File: src/rtl/isp_stream_pkg.sv
`default_nettype none
// ============================================================================
//  Module      : isp_stream_pkg
//  Description : Shared types and defaults for the raw Bayer stream source.
//                Holds the transmitter state enum, the Bayer colour enum, the
//                CFA colour lookup and the default framing constants.
//  Revision    : 1.0  initial release
// ============================================================================
package isp_stream_pkg;

    localparam int DEFAULT_START_GAP = 32;
    localparam int DEFAULT_HBLANK    = 16;

    typedef enum logic [2:0] {
        ST_IDLE   = 3'd0,
        ST_GAP    = 3'd1,
        ST_ACTIVE = 3'd2,
        ST_HBLANK = 3'd3,
        ST_FLUSH  = 3'd4,
        ST_FBLANK = 3'd5,
        ST_DONE   = 3'd6
    } tx_state_t;

    typedef enum logic [1:0] {
        BAYER_R = 2'd0,
        BAYER_G = 2'd1,
        BAYER_B = 2'd2
    } bayer_color_t;

    // CFA layout: even rows are G B G B ..., odd rows are R G R G ...
    function automatic bayer_color_t bayer_color(input logic row_odd, input logic col_odd);
        if (row_odd) begin
            return col_odd ? BAYER_G : BAYER_R;
        end
        return col_odd ? BAYER_B : BAYER_G;
    endfunction

endpackage
`default_nettype wire

File: src/rtl/bayer_mosaic_sel.sv
`default_nettype none
// ============================================================================
//  Module      : bayer_mosaic_sel
//  Description : Combinational Bayer mosaic. Picks the one colour channel of
//                a full RGB pixel that the CFA keeps at this row/column parity.
//  Ports       : row_odd  in   1   row parity (1 = odd row)
//                col_odd  in   1   column parity (1 = odd column)
//                rgb      in  24   {R[23:16], G[15:8], B[7:0]}
//                sample   out  8   selected raw sample
//  Revision    : 1.0  initial release
// ============================================================================
module bayer_mosaic_sel
    import isp_stream_pkg::*;
(
    input  logic        row_odd,
    input  logic        col_odd,
    input  logic [23:0] rgb,
    output logic [7:0]  sample
);

    always_comb begin
        sample = rgb[15:8];
        case (bayer_color(row_odd, col_odd))
            BAYER_R: sample = rgb[23:16];
            BAYER_B: sample = rgb[7:0];
            default: sample = rgb[15:8];
        endcase
    end

endmodule
`default_nettype wire

File: src/rtl/bayer_stream_tx.sv
`default_nettype none
// ============================================================================
//  Module      : bayer_stream_tx
//  Description : Raw Bayer stream source for the ISP. Accepts RGB pixels over
//                ready/valid, mosaics them to one 8-bit sample per pixel and
//                frames them with a start gap, per-row blanking and a flush
//                phase that runs until the downstream pipe reports done.
//  Ports       : clk        in   1   system clock
//                reset      in   1   synchronous active-high reset
//                iStart     in   1   begin one frame (sampled in IDLE)
//                iRGB       in  24   source pixel {R,G,B}
//                iRGBValid  in   1   source pixel valid
//                oRGBReady  out  1   source pixel accepted this cycle
//                oNewFrame  out  1   frame-start pulse
//                oValid     out  1   raw sample valid
//                oData      out  8   raw Bayer sample
//                iPipeDone  in   1   downstream done (level or pulse)
//                oBusy      out  1   block not idle
//                oFrameDone out  1   frame-complete pulse
//                oTimeout   out  1   flush limit hit (FLUSH_TIMEOUT_EN only)
//  Options     : `define FLUSH_TIMEOUT_EN to bound the number of flush rows
//                by MAX_FLUSH_ROWS and add the oTimeout output.
//  Revision    : 1.0  initial release
// ============================================================================
module bayer_stream_tx
    import isp_stream_pkg::*;
#(
    parameter int width          = 320,
    parameter int height         = 240,
    parameter int START_GAP      = DEFAULT_START_GAP,
    parameter int HBLANK         = DEFAULT_HBLANK,
    parameter int MAX_FLUSH_ROWS = 8
) (
    input  logic        clk,
    input  logic        reset,
    input  logic        iStart,
    input  logic [23:0] iRGB,
    input  logic        iRGBValid,
    output logic        oRGBReady,
    output logic        oNewFrame,
    output logic        oValid,
    output logic [7:0]  oData,
    input  logic        iPipeDone,
    output logic        oBusy,
`ifdef FLUSH_TIMEOUT_EN
    output logic        oTimeout,
`endif
    output logic        oFrameDone
);

    localparam int GAP_MAX = (START_GAP > HBLANK) ? START_GAP : HBLANK;
    localparam int COL_W   = (width   > 1) ? $clog2(width)   : 1;
    localparam int ROW_W   = (height  > 1) ? $clog2(height)  : 1;
    localparam int GAP_W   = (GAP_MAX > 1) ? $clog2(GAP_MAX) : 1;

    if (width < 1 || height < 1 || START_GAP < 1 || HBLANK < 1 || MAX_FLUSH_ROWS < 1) begin : g_bad_params
        $error("bayer_stream_tx: size parameters must all be at least 1");
    end

    tx_state_t          state;
    tx_state_t          state_next;
    logic [COL_W-1:0]   col;
    logic [ROW_W-1:0]   row;
    logic [GAP_W-1:0]   gap_cnt;
    logic               done_sticky;
    logic               flush_limit;
    logic               xfer;
    logic               last_col;
    logic               last_row;
    logic               gap_end;
    logic               blank_end;
    logic               done_now;
    logic [7:0]         mosaic_sample;

    logic               valid_d;
    logic [7:0]         data_d;
    logic               new_frame_d;
    logic               frame_done_d;
    logic               busy_d;

    assign oRGBReady = (state == ST_ACTIVE);
    assign xfer      = iRGBValid & oRGBReady;
    assign last_col  = (col == COL_W'(width - 1));
    assign last_row  = (row == ROW_W'(height - 1));
    assign gap_end   = (gap_cnt == GAP_W'(START_GAP - 1));
    assign blank_end = (gap_cnt == GAP_W'(HBLANK - 1));
    // A done arriving on the very cycle of the last flush pixel still counts.
    assign done_now  = done_sticky | iPipeDone;

    bayer_mosaic_sel u_mosaic (
        .row_odd (row[0]),
        .col_odd (col[0]),
        .rgb     (iRGB),
        .sample  (mosaic_sample)
    );

    // ---------------- state register ----------------
    always_ff @(posedge clk) begin
        if (reset) begin
            state <= ST_IDLE;
        end else begin
            state <= state_next;
        end
    end

    // ---------------- next-state logic ----------------
    always_comb begin
        state_next = state;
        case (state)
            ST_IDLE:   if (iStart)           state_next = ST_GAP;
            ST_GAP:    if (gap_end)          state_next = ST_ACTIVE;
            ST_ACTIVE: if (xfer && last_col) state_next = ST_HBLANK;
            ST_HBLANK: if (blank_end)        state_next = last_row ? ST_FLUSH : ST_ACTIVE;
            ST_FLUSH:  if (last_col)         state_next = (done_now || flush_limit) ? ST_DONE : ST_FBLANK;
            ST_FBLANK: if (blank_end)        state_next = ST_FLUSH;
            ST_DONE:                         state_next = ST_IDLE;
            default:                         state_next = ST_IDLE;
        endcase
    end

    // ---------------- output logic (next values of output registers) -------
    always_comb begin
        valid_d      = 1'b0;
        data_d       = 8'h00;
        new_frame_d  = (state == ST_IDLE) && iStart;
        frame_done_d = (state == ST_DONE);
        busy_d       = (state != ST_IDLE);
        if (state == ST_ACTIVE && xfer) begin
            valid_d = 1'b1;
            data_d  = mosaic_sample;
        end else if (state == ST_FLUSH) begin
            valid_d = 1'b1;
        end
    end

    always_ff @(posedge clk) begin
        if (reset) begin
            oValid     <= 1'b0;
            oData      <= 8'h00;
            oNewFrame  <= 1'b0;
            oFrameDone <= 1'b0;
            oBusy      <= 1'b0;
        end else begin
            oValid     <= valid_d;
            oData      <= data_d;
            oNewFrame  <= new_frame_d;
            oFrameDone <= frame_done_d;
            oBusy      <= busy_d;
        end
    end

    // ---------------- counters ----------------
    always_ff @(posedge clk) begin
        if (reset) begin
            col         <= '0;
            row         <= '0;
            gap_cnt     <= '0;
            done_sticky <= 1'b0;
        end else begin
            // One shared down-time counter: restarts on every state change.
            if (state_next != state) begin
                gap_cnt <= '0;
            end else if (state == ST_GAP || state == ST_HBLANK || state == ST_FBLANK) begin
                gap_cnt <= gap_cnt + GAP_W'(1);
            end

            // Column advances on accepted pixels and on every flush cycle.
            if ((state == ST_ACTIVE && xfer) || state == ST_FLUSH) begin
                col <= last_col ? '0 : col + COL_W'(1);
            end

            if (state == ST_HBLANK && blank_end) begin
                row <= last_row ? '0 : row + ROW_W'(1);
            end

            // Done is only tracked once flushing starts; earlier pulses drop.
            done_sticky <= (state == ST_FLUSH || state == ST_FBLANK)
                           && (state_next != ST_DONE) && done_now;
        end
    end

`ifdef FLUSH_TIMEOUT_EN
    localparam int FR_W = (MAX_FLUSH_ROWS > 1) ? $clog2(MAX_FLUSH_ROWS) : 1;

    logic [FR_W-1:0] flush_rows;
    logic            timeout_hit;

    assign flush_limit = (flush_rows == FR_W'(MAX_FLUSH_ROWS - 1));

    always_ff @(posedge clk) begin
        if (reset) begin
            flush_rows  <= '0;
            timeout_hit <= 1'b0;
            oTimeout    <= 1'b0;
        end else begin
            if (state == ST_IDLE || state == ST_DONE) begin
                flush_rows <= '0;
            end else if (state == ST_FLUSH && last_col) begin
                flush_rows <= flush_rows + FR_W'(1);
            end

            if (state == ST_IDLE) begin
                timeout_hit <= 1'b0;
            end else if (state == ST_FLUSH && last_col && !done_now && flush_limit) begin
                timeout_hit <= 1'b1;
            end

            // Raised together with oFrameDone, held until the next frame starts.
            if (state == ST_DONE && timeout_hit) begin
                oTimeout <= 1'b1;
            end else if (state == ST_IDLE && iStart) begin
                oTimeout <= 1'b0;
            end
        end
    end
`else
    assign flush_limit = 1'b0;
`endif

endmodule
`default_nettype wire

File: config.mk
export PLATFORM = sky130hd
export DESIGN_NAME = bayer_stream_tx
export DESIGN_NICKNAME = d
export VERILOG_FILES = /design/src/rtl/isp_stream_pkg.sv /design/src/rtl/bayer_mosaic_sel.sv /design/src/rtl/bayer_stream_tx.sv
export SDC_FILE = /design/constraint.sdc
export NUM_CORES = 1
export LEC_CHECK = 0
export BUFFER_PORTS_ARGS = -buffer_cell sky130_fd_sc_hd__buf_2
export CORE_ASPECT_RATIO = 1.1
export CORE_UTILIZATION = 56
export DETAILED_ROUTE_END_ITERATION = 16
export GPL_ROUTABILITY_DRIVEN = 0
export PLACE_DENSITY = 0.87
export SKIP_CTS_REPAIR_TIMING = 1
export SYNTH_ARGS = -nofsm -noshare
export SYNTH_HDL_FRONTEND = slang
export SYNTH_SLANG_ARGS = --single-unit
File: constraint.sdc
create_clock -name clk -period 5.6 [get_ports clk]
set_clock_uncertainty 0.05 [all_clocks]
set_input_delay 0.84 -clock clk [delete_from_list [all_inputs] [get_ports clk]]
set_output_delay 0.84 -clock clk [all_outputs]
set_load 0.05 [all_outputs]
Word level (Yosys, flattened, before mapping)
Index checks and enable logic that the tools add are counted.
W data, S select, Z words.
{"block": "classes", "bitwise_logic": 3, "reduce_logical": 15, "addsub": 3, "eq_ne": 13, "mux": 19}
{"op": "$mux W3", "n": 7}
{"op": "$pmux W3 S6", "n": 1}
{"op": "$pmux W8 S2", "n": 1}
{"op": "$add A9 B1 Y9 const B", "n": 1}
{"op": "$eq A3 B3 Y1 const B", "n": 3}
{"op": "$eq A9 B9 Y1 const B", "n": 1}
{"op": "$mux W9", "n": 1}
{"op": "$add A8 B1 Y8 const B", "n": 1}
{"op": "$eq A8 B8 Y1 const B", "n": 1}
{"op": "$mux W2", "n": 4}
{"op": "$mux W8", "n": 1}
{"op": "$eq A3 B2 Y1 const B", "n": 2}
{"op": "$logic_and A1 B1 Y1", "n": 6}
{"op": "$add A5 B1 Y5 const B", "n": 1}
{"op": "$eq A5 B4 Y1 const B", "n": 1}
{"op": "$eq A5 B5 Y1 const B", "n": 1}
{"op": "$logic_or A1 B1 Y1", "n": 4}
{"op": "$mux W1", "n": 4}
{"op": "$reduce_or A2 Y1", "n": 2}
{"op": "$eq A3 B1 Y1 const B", "n": 1}
{"op": "$logic_not A3 Y1", "n": 1}
{"op": "$ne A3 B3 Y1", "n": 1}
{"op": "$ne A3 B3 Y1 const B", "n": 1}
{"op": "$reduce_bool A3 Y1", "n": 1}
{"op": "5 further kinds", "n": 5}
{"block": "word_totals", "out_inout_bits": 13, "regBits": 38, "input_bits": 29, "word_cells": 63}

Longest topological paths before layout
{"block": "logic_depth", "depth_word": 8, "ltp_mapped": 8, "mapped_depth_nobuf": 8}

By module
A second synthesis with hierarchy kept.
{"block": "hier_totals", "cells_unflattened": 212, "area_unflattened_um2": 1978.1}
{"module": "bayer_stream_tx", "seq_area_each_um2": 760.7, "instances": 1, "cells_each": 181, "area_per_inst_um2": 1785.5}
{"module": "bayer_mosaic_sel", "seq_area_each_um2": 0.0, "instances": 1, "cells_each": 31, "area_per_inst_um2": 192.7}

Least setup slack after synthesis
No wires, ideal clock.
{"block": "synth_timing", "kind": "register to output", "start": "register state[1]", "end": "output oRGBReady", "stages_incl_launch_ff": 3, "required_time_ns": 4.710, "slack_ns": 2.925, "n_path_buf": 1, "t_arrival_ns": 1.785, "cell_sequence": "dfxtp_1 buf_6 nor3b_1"}
{"block": "synth_via", "elab_chain_cells": 1}
{"item": "from (decl)", "line_no": "bayer_stream_tx.sv:60", "rtl": "tx_state_t state;"}
{"item": "from (signal assigned)", "line_no": "bayer_stream_tx.sv:102", "rtl": "state <= state_next;"}
{"item": "$eq A3 B2 Y1", "line_no": "bayer_stream_tx.sv:81", "rtl": "assign oRGBReady = (state == ST_ACTIVE);"}
{"item": "to (decl)", "line_no": "bayer_stream_tx.sv:39", "rtl": "output logic oRGBReady,"}
Every way passes these cells.

Final worst setup path
Same ends and word-level chain as after synthesis.

==> metrics.md <==
| Metric | Value |
|---|---|
| Outcome | `finished clean` |
| Switch share | `a little under a quarter` |
| Die W | `roughly 56 um` |
| TritonCTS clock tree | `done` |
| Crit path DAT | `about 1.7 ns` |
| Crit share post-route | `between 40% and 50%` |
| Switch Pwr | `slightly above 0.1 mW` |
| Worst-path clk slew | `between 0.1 and 0.15 ns` |
| Worst setup path endpoint | `oRGBReady` |
| Initial drt markers | `55` |
| ANT nets after route | `0` |
| Biggest area consumer among synthesized cells | `dfxtp_1` |
| FILL cells | `roughly 260` |
| Internal reg-to-reg setup slack | `around 3.5 ns` |
| Die Ht | `between 60 and 70 um` |
| Sequential cell area fraction in the yosys report | `41.8%` |
| Initial Util | `between 50% and 60%` |
| Core Area | `between 3000 and 4000 um^2` |
| Worst-path fanout max | `16` |
| Core Rows | `21` |
| Slack of the critical path | `between 3 and 4 ns` |
| WHS Path Cells | `2` |
| Rel. slew slack | `between 50% and 60%` |
| Pwr dens | `between 200 and 250 nW/um^2` |
| Setup violators final | `0` |
| Clock Power Share | `32.1%` |
| Worst R2R Path Depth | `7` |
| #FFs+latches synth | `38` |
| Final Power | `between 0.4 and 0.5 mW` |
| Hpwl dp | `~2400 um` |
| First-pass GRT wire length | `roughly 5400 um` |
| Final-report hold violation count | `0` |
| CP startpoint | `state[1]` |
| Boundary pin count | `42` |
| Drt via density | `5.54` |
| Fraction of layout cells with a size suffix above 1 | `22.3%` |
| Mapped cell area | `between 1500 and 2000 um^2` |
| Synth unique cells | `39` |
| Root buf cell | `clkbuf_4` |
| Via count | `around 1600` |
| Initial antenna violation count | `0` |
| Drt wl/cell | `around 12 um` |
| Commonest cells after routing, fill and taps aside | `nor2_1, buf_2, dfxtp_1, a21oi_1, nand2_1` |
| Worst skew pair latency | `0.34 ns` |
| Critical Path End Type | `output port` |
| Drt pass-1 iters | `4` |
| Ant. Diodes | `0` |
| Vias in the first global route | `about 1300` |
| Least-Margin Pin Slew | `between 0.6 and 0.7 ns` |
| Fmax | `between 300 and 400 MHz` |
| CTS max path bufs | `2` |
| Dpl ws | `around 3.5 ns` |
| Die Area | `3490 um^2` |
| Synth warn | `0` |
| Top_reg_cell synth | `dfxtp_1` |
| H-Tree Depth | `2` |
| DRC | `0` |
| Total gr overflow | `0` |
| Reg2reg end | `row[6]` |
| Total of max-cap violations | `0` |
| Crit start category | `flop` |
| Largest net degree at the start of global routing | `21` |
| Leak | `roughly 0.79 nW` |
| Tmin final | `between 2 and 3 ns` |
| Main area contributors after synthesis | `dfxtp_1, nor2_1, a21oi_1` |
| FF-to-FF Start | `gap_cnt[0]` |
| Syn_area_per_cell | `approximately 8.5 um^2` |
| VDD IR max | `approximately 0.16 mV` |
| Post-synth EDFFs | `0` |
| Max-slew violations | `0` |
| Crit Path Class | `reg2out` |
| Overall routing resource usage | `between 20% and 30%` |
| Internal | `approximately 0.35 mW` |
| Syn nets | `250` |
| Setup_tns | `0 ns` |
| RSZ-0062 raised after global routing | `no` |
| Share of the synthesized area in the top cell type | `between 40% and 50%` |
| Asr flop ratio synth | `0%` |
| Nets | `286` |
| Req. time, crit path | `between 4 and 5 ns` |
| Total Routed Length | `around 3400 um` |
| Register share of total power | `slightly above 60%` |
| CTS Buf Count | `5` |
| Cell count after synthesis | `214` |
| Port Buffer Count | `about 40` |
| Gate power share | `6.4%` |
| Area grow syn2layout | `13.5%` |
| Clock Sinks | `38` |
| Commonest non-fill, non-tap cell in the layout | `nor2_1` |
| Hold Path Class | `reg2reg` |
==> area by class of cell <==
class                   count  area (um^2)  area share (%)
multi-input cells         161          988            47.8
flip-flops and latches     38          761            36.8
repair buffers             41          205            9.92
clock buffers               7         55.1            2.66
well taps                  34         42.5            2.06
inverters                   3         11.3           0.544
clock inverters             1         5.00           0.242
==> routing by layer <==
| metal | global-route usage (%) | part of all wire, % | up-vias |
|---|---|---|---|
| met3 | 6.83 | 3.9 | 6 |
| met4 | 9.06 | 1.5 | 0 |
| met2 | 31.5 | 47 | 30 |
| met5 | 0 | 0 | - |
| met1 | 25.9 | 47 | 731 |
| li1 | - | - | 813 |
==> state kept, by name (all words and copies together) (netlist names) <==
name	flops
row	8
oData	8
gap_cnt	5
done_sticky	1
oBusy	1
oFrameDone	1
oValid	1
col	9
state	3
oNewFrame	1
==> logic make-up (layout without fill, tap and decap cells) <==
| family | Yosys count | after routing | synth area share (%) |
|---|---|---|---|
| mux | 4 | 4 | 2.20 |
| fa+ha+maj | 7 | 7 | 4.81 |
| compound gates | 36 | 36 | 13.1 |
| buf+inv | 15 | 52 | 3.98 |
| xor+xnor | 15 | 15 | 7.21 |
| simple gates | 99 | 99 | 26.9 |
| flops | 38 | 38 | 41.8 |
==> power by group through the flow <==
stage          Combinational [mW]  Sequential [mW]  Clock, mW
2_1_floorplan              0.0174            0.283          0
3_5_place_dp               0.0288            0.283          0
6_report                   0.0287            0.277      0.145
5_1_grt                    0.0324            0.278      0.160
4_1_cts                    0.0289            0.277      0.151
3_3_place_gp               0.0285            0.283          0
==> worst max-delay path, cell delays in order (launching register included) <==
cell     delay, ns
dfxtp_1       0.66
nor3b_1       0.33
buf_2         0.32
==> worst min path at each step <==
stage / startpoint / endpoint / slack, ns
floorplan: col[1] / col[1] / 0.40
global placement: col[1] / col[1] / 0.42
detailed placement: row[1] / row[1] / 0.43
CTS: row[1] / row[1] / 0.45
global route: col[1] / col[1] / 0.47
finish: row[1] / row[1] / 0.44
==> cells in the mapped netlist (2+ instances only) <==
| cell type | instances |
|---|---|
| nand4_1 | 4 |
| a221oi_1 | 2 |
| mux2i_1 | 4 |
| inv_1 | 3 |
| a21oi_1 | 18 |
| nand4b_1 | 2 |
| ha_1 | 7 |
| dfxtp_1 | 38 |
| and3_1 | 2 |
| buf_4 | 2 |
| xor2_1 | 6 |
| o21ai_0 | 3 |
| or3_1 | 4 |
| nor3_1 | 12 |
| nor2_1 | 42 |
| nand2_1 | 14 |
| a22oi_1 | 8 |
| nand2b_1 | 2 |
| nand3_1 | 5 |
| xnor2_1 | 9 |
| nor4_1 | 2 |
| clkbuf_1 | 8 |
==> through the flow <==
| stage | instance area, um^2 | cells | hold slack [ns] | utilization (%) |
|---|---|---|---|---|
| final | 2070 | 285 | 0.445 | 67.3 |
| after CTS | 2070 | 285 | 0.447 | 67.3 |
| after global placement | 2010 | 277 | 0.419 | 65.3 |
| after detailed placement | 2010 | 277 | 0.430 | 65.3 |
| after global routing | 2070 | 285 | 0.467 | 67.3 |
| after floorplan | 1820 | 214 | 0.404 | - |
Power figures use the tool's default switching activity.
